==> src/rtl/digit_serial_addsub_pkg.sv <==
`default_nettype none
// ============================================================================
// Module   : adder_pkg
// Purpose  : Shared FSM state type and digit-count helper for the adder.
// Revision : 1.0 - initial release
// ============================================================================
package adder_pkg;

  typedef enum logic [1:0] {
    IDLE = 2'd0,
    RUN  = 2'd1,
    HOLD = 2'd2
  } state_t;

  // Returns 0 for an illegal WIDTH/DIGIT pairing so the top can flag it.
  function automatic int calc_ndig(input int width, input int digit);
    if (digit < 1 || digit > width || (width % digit) != 0) begin
      return 0;
    end
    return width / digit;
  endfunction

endpackage
`default_nettype wire

==> src/rtl/digit_serial_addsub_rca_digit.sv <==
`default_nettype none
// ============================================================================
// Module   : full_adder / rca_digit
// Purpose  : One-bit full adder and the DIGIT-bit ripple-carry slice built from it.
// Revision : 1.0 - initial release
// ============================================================================
module full_adder (
  input  logic a,
  input  logic b,
  input  logic ci,
  output logic s,
  output logic co
);

  assign s  = a ^ b ^ ci;
  assign co = (a & b) | (ci & (a ^ b));

endmodule

module rca_digit #(
  parameter int DIGIT = 4
) (
  input  logic [DIGIT-1:0] a_d,
  input  logic [DIGIT-1:0] b_d,
  input  logic             ci,
  output logic [DIGIT-1:0] s_d,
  output logic             co,
  output logic             c_msb
);

  logic [DIGIT:0] w_c;

  assign w_c[0] = ci;

  for (genvar g = 0; g < DIGIT; g++) begin : g_fa
    full_adder u_fa (
      .a  (a_d[g]),
      .b  (b_d[g]),
      .ci (w_c[g]),
      .s  (s_d[g]),
      .co (w_c[g+1])
    );
  end

  assign co    = w_c[DIGIT];
  // Carry into the top bit; only meaningful on the operand's final digit.
  assign c_msb = w_c[DIGIT-1];

endmodule
`default_nettype wire

==> src/rtl/digit_serial_addsub.sv <==
`default_nettype none
// ============================================================================
// Module   : digit_serial_addsub
// Purpose  : Multi-cycle add/subtract, DIGIT bits per clock, valid/ready on both sides.
// Revision : 1.0 - initial release
// ============================================================================
module digit_serial_addsub
  import adder_pkg::*;
#(
  parameter int WIDTH = 16,
  parameter int DIGIT = 4
) (
  input  logic             clk,
  input  logic             rst_n,
  input  logic             in_valid,
  output logic             in_ready,
  input  logic [WIDTH-1:0] a,
  input  logic [WIDTH-1:0] b,
  input  logic             cin,
  input  logic             sub,
  output logic             out_valid,
  input  logic             out_ready,
  output logic [WIDTH-1:0] sum,
  output logic             cout,
  output logic             ovf
);

  localparam int c_NDIG = calc_ndig(WIDTH, DIGIT);
  localparam int c_IW   = (c_NDIG > 1) ? $clog2(c_NDIG) : 1;
  localparam logic [c_IW-1:0] c_LAST = c_IW'(c_NDIG - 1);

  if (c_NDIG == 0) begin : g_param_err
    $error("digit_serial_addsub: WIDTH must be a multiple of DIGIT and 1 <= DIGIT <= WIDTH");
  end

  state_t            r_state;
  logic [WIDTH-1:0]  r_a;
  logic [WIDTH-1:0]  r_b;
  logic [WIDTH-1:0]  r_acc;
  logic              r_carry;
  logic [c_IW-1:0]   r_idx;

  logic [DIGIT-1:0]  w_s_d;
  logic              w_co;
  logic              w_cmsb;
  logic [WIDTH-1:0]  w_acc_next;

  rca_digit #(
    .DIGIT (DIGIT)
  ) u_rca (
    .a_d   (r_a[DIGIT-1:0]),
    .b_d   (r_b[DIGIT-1:0]),
    .ci    (r_carry),
    .s_d   (w_s_d),
    .co    (w_co),
    .c_msb (w_cmsb)
  );

  // Shift-based form stays legal when DIGIT == WIDTH (single-digit case).
  assign w_acc_next = (r_acc >> DIGIT) | (WIDTH'(w_s_d) << (WIDTH - DIGIT));

  always_ff @(posedge clk or negedge rst_n) begin
    if (!rst_n) begin
      r_state   <= IDLE;
      r_a       <= '0;
      r_b       <= '0;
      r_acc     <= '0;
      r_carry   <= 1'b0;
      r_idx     <= '0;
      in_ready  <= 1'b0;
      out_valid <= 1'b0;
      sum       <= '0;
      cout      <= 1'b0;
      ovf       <= 1'b0;
    end else begin
      case (r_state)
        IDLE: begin
          if (in_valid && in_ready) begin
            r_a      <= a;
            r_b      <= sub ? ~b : b;
            r_carry  <= sub ? 1'b1 : cin;
            r_idx    <= '0;
            in_ready <= 1'b0;
            r_state  <= RUN;
          end else begin
            in_ready <= 1'b1;
          end
        end

        RUN: begin
          r_a     <= r_a >> DIGIT;
          r_b     <= r_b >> DIGIT;
          r_acc   <= w_acc_next;
          r_carry <= w_co;
          r_idx   <= r_idx + 1'b1;
          // Result registers load only once complete, so no partial sum escapes.
          if (r_idx == c_LAST) begin
            sum       <= w_acc_next;
            cout      <= w_co;
            ovf       <= w_co ^ w_cmsb;
            out_valid <= 1'b1;
            r_state   <= HOLD;
          end
        end

        HOLD: begin
          if (out_ready) begin
            out_valid <= 1'b0;
            in_ready  <= 1'b1;
            r_state   <= IDLE;
          end
        end

        default: begin
          r_state <= IDLE;
        end
      endcase
    end
  end

endmodule
`default_nettype wire

==> config.mk <==
export PLATFORM = sky130hd
export DESIGN_NAME = digit_serial_addsub
export DESIGN_NICKNAME = d
export VERILOG_FILES = /design/src/rtl/digit_serial_addsub_pkg.sv /design/src/rtl/digit_serial_addsub_rca_digit.sv /design/src/rtl/digit_serial_addsub.sv
export SDC_FILE = /design/constraint.sdc
export NUM_CORES = 1
export LEC_CHECK = 0
export CAP_MARGIN = 10
export CORE_UTILIZATION = 57
export CTS_BUF_LIST = sky130_fd_sc_hd__clkbuf_4
export CTS_CLUSTER_DIAMETER = 40
export DETAILED_ROUTE_END_ITERATION = 16
export GPL_TIMING_DRIVEN = 0
export PLACE_DENSITY = 0.95
export REMOVE_ABC_BUFFERS = 1
export SYNTH_ARGS = -nofsm -noshare
export SYNTH_HDL_FRONTEND = slang
export SYNTH_SLANG_ARGS = --single-unit
==> constraint.sdc <==
create_clock -name clk -period 3.8 [get_ports clk]
set_clock_uncertainty 0.1 [all_clocks]
set_input_delay 0.76 -clock clk [delete_from_list [all_inputs] [get_ports clk]]
set_output_delay 0.76 -clock clk [all_outputs]
set_load 0.02 [all_outputs]
==> results.md <==
- Worst path top cell family by delay: adder cells
- Max Fclk: 0.403 GHz
- Maximum vdd drop: 0.000371 V
- Synth Warn #: 0
- Via Count: 2049
- TritonCTS Buffers: 9
- Congestion Overflow GR: 0
- Setup WS post-layout: 1.32 ns
- Pint: 1.90 mW
- DRT antenna net count: 0
- Placed cell count: 357
- Combinational share of power: 0.448
- Top_reg_cell synth: dfrtp_1
- Slowest stage delay, CP: 0.44 ns
- Routed WL per cell: 15.5 um
- # resized after CTS: 0
- Fin. max-slew vios: 0
- Setup violations, final: 0
- Most frequent cell after synthesis: dfrtp_1
- Worst Path Required: 4.01 ns
- EDFF count, synth: 0
- Antenna violations before repair: 0
- Final worst path period need: 2.48 ns
- Endpoint type of the worst setup path: flop
- Starting DRT DRC Count: 94
- Post-CTS setup buffer count: 0
- FP Rows: 26
- Synthesized netlist cell count: 246
- Power per cell area: 845 nW/um^2
- Slew HR: 0.244
- Layout cells sized above 1: 0.0627
- Post-synth ARST share: 1.00
- Ant. Diodes: 0
- CTS tree: built
- Clock network power share: 0.129
- Clock buffer depth: 2
- Top cells by count, synth: dfrtp_1 (69), mux2_1 (24), inv_1 (19)
- H-Tree Level Count: 3
- Vias in the first global route: 2148
- Synth area leaders: dfrtp_1 (58%), mux2_1 (9.0%), xor2_1 (3.2%)
- First drt pass iteration count: 4
- Synth unique cells: 28
- I/O Buffers: 57
- CP max-delay cell: fa_1
- Cts hold-fix bufs: 0
- Post-synth top area cell: dfrtp_1
- Worst hold path class: primary input to asynchronous set/reset pin
- Core area: 5070 um^2
- Chip width: 74.5 um
- Top cell by count, worst path: fa_1
- Vias per cell: 5.49
- Die area: 5540 um^2
- Seq/Total Area, Yosys: 0.577
- Total Routing Usage GR: 0.244
- Switching share of power: 0.388
- Status: completed
- Reg-to-reg slack, setup: 1.32 ns
- WP buf/inv: 3
- Switch Pwr: 1.20 mW
- Worst Setup Path Type: flop to flop
- CP startpoint kind: flop
- Seq pwr share: 0.423
- First-pass GRT wire length: 9.84 mm
- Routed wire length: 5.79 mm
- Clock-pin slew on the worst setup and hold paths: 0.11 ns
- Sink Count: 69
- Die height: 74.5 um
- Yosys top cell area share: 0.577
- Worst-margin pin slew: 1.13 ns
- Io pins: 58
- Pleak: 1.65 nW
- Flops & latches, synth: 69
- Initial Util: 0.590
- RSZ-0062 raised after global routing: false
- Max Cap Viol: 0
- Root Driver: clkbuf_4
- DRC: 0
- Final Hold Vio Count: 0
- Syn_area_per_cell: 12.2 um^2
- Post-DP HPWL: 4.10 mm
- Area Growth Syn to Fin: 22.9%
- Pre-CTS setup slack: 0.950 ns
- Critical path cell sequence: inv_1, fa_1, inv_1, fa_1, fa_1, inv_1, fa_1, o21ai_1
- Final #Nets: 341
- CP Data Arrival Time: 2.70 ns
- Largest net degree at the start of global routing: 70
- Period utilization: 0.653
- Clk Latency, worst-skew pair: 0.41 ns
- Post-route insts no fill: 373
- CP Max Fanout: 2
- GP Congestion: 0.754
- Cell Area, Synth: 2990 um^2
## placed cells by master, fill, tap and decap left out
| master | count |
|---|---|
| o22ai_1 | 12 |
| nand4bb_1 | 1 |
| clkbuf_4 | 13 |
| clkinv_2 | 1 |
| nor3_2 | 1 |
| xor2_1 | 11 |
| a221o_1 | 6 |
| o21ai_1 | 14 |
| clkinv_1 | 2 |
| xnor2_1 | 6 |
| inv_1 | 19 |
| buf_4 | 1 |
| a22o_1 | 9 |
| a21oi_2 | 1 |
| mux2_1 | 24 |
| o21ai_0 | 8 |
| nor2_1 | 9 |
| nand3b_1 | 1 |
| nand2b_1 | 1 |
| a221oi_2 | 1 |
| nand2b_2 | 1 |
| fa_1 | 4 |
| ha_1 | 1 |
| nor3_1 | 1 |
| a21oi_1 | 15 |
| clkdlybuf4s50_1 | 56 |
| nand2_1 | 8 |
| mux2i_1 | 6 |
| or2_1 | 1 |
| dfrtp_1 | 69 |
## power groups by stage
stage,clock network (mW),registers [mW],logic [mW]
after floorplan,0,1.38,0.804
after global placement,0,1.29,1.32
after detailed placement,0,1.33,1.40
after CTS,0.405,1.31,1.40
after global routing,0.429,1.36,1.55
final,0.402,1.31,1.39
## cells by family (layout without fill, tap and decap cells)
kind of cell,count (synthesis),count (layout),share of synthesized area
AO/OA/AOI/OAI,66,66,0.141
XOR/XNOR,17,17,0.0497
adder cells (fa/ha/maj),5,5,0.0309
buffers and inverters,35,92,0.0518
flip-flops,69,69,0.577
multiplexers,30,30,0.110
AND/OR/NAND/NOR,24,24,0.0389
## worst reg2reg max path, stage by stage (launching register included)
cell and delay [ns]:
dfrtp_1 0.38, inv_1 0.11, fa_1 0.20, inv_1 0.06
fa_1 0.44, fa_1 0.42, inv_1 0.09, fa_1 0.43
o21ai_1 0.16
## layout make-up
class / instances / area [um^2]
tap: 70 / 87.6
clock inverter: 3 / 12.5
timing repair buffer: 57 / 568
fill: 388 / 1400
sequential: 69 / 1730
clock buffer: 13 / 97.6
multi-input combinational: 142 / 1110
inverter: 19 / 71.3
## flip-flops by register name, indices dropped and copies added, names as in the netlist
| signal | cells |
|---|---|
| r_a | 16 |
| r_b | 16 |
| sum | 16 |
| r_acc | 12 |
| r_idx | 2 |
| r_state | 2 |
| cout | 1 |
| in_ready | 1 |
| out_valid | 1 |
| ovf | 1 |
| r_carry | 1 |
## metal layers
metal / vias to the layer above / routed length (um) / GRT usage
met4: 0 / 89 / 0.0964
met2: 76 / 3010 / 0.420
met5: - / 0 / 0
met3: 11 / 273 / 0.0583
li1: 958 / - / -
met1: 1004 / 2410 / 0.297
## final timing paths
path                          start          to  cells past startpoint
max reg2reg                 r_carry     sum[15]                      8
min reg2reg                r_idx[0]    r_idx[0]                      1
min in group clk           r_idx[0]    r_idx[0]                      1
min                           rst_n   r_acc[10]                      1
max in group asynchronous     rst_n  r_state[0]                      1
max                         r_carry     sum[15]                      8
## per-stage QoR
step                TNS (ns)  area [um^2]  hold WS, ns  power (mW)   util
finish                     0         3680        0.355        3.11  0.725
CTS                        0         3680        0.368        3.12  0.725
global placement      -17.18         3570        0.363        2.62  0.703
detailed placement         0         3570        0.373        2.73  0.703
floorplan                  0         2910        0.349        2.19      -
global route               0         3680        0.402        3.33  0.725
Power figures use the tool's default switching activity.
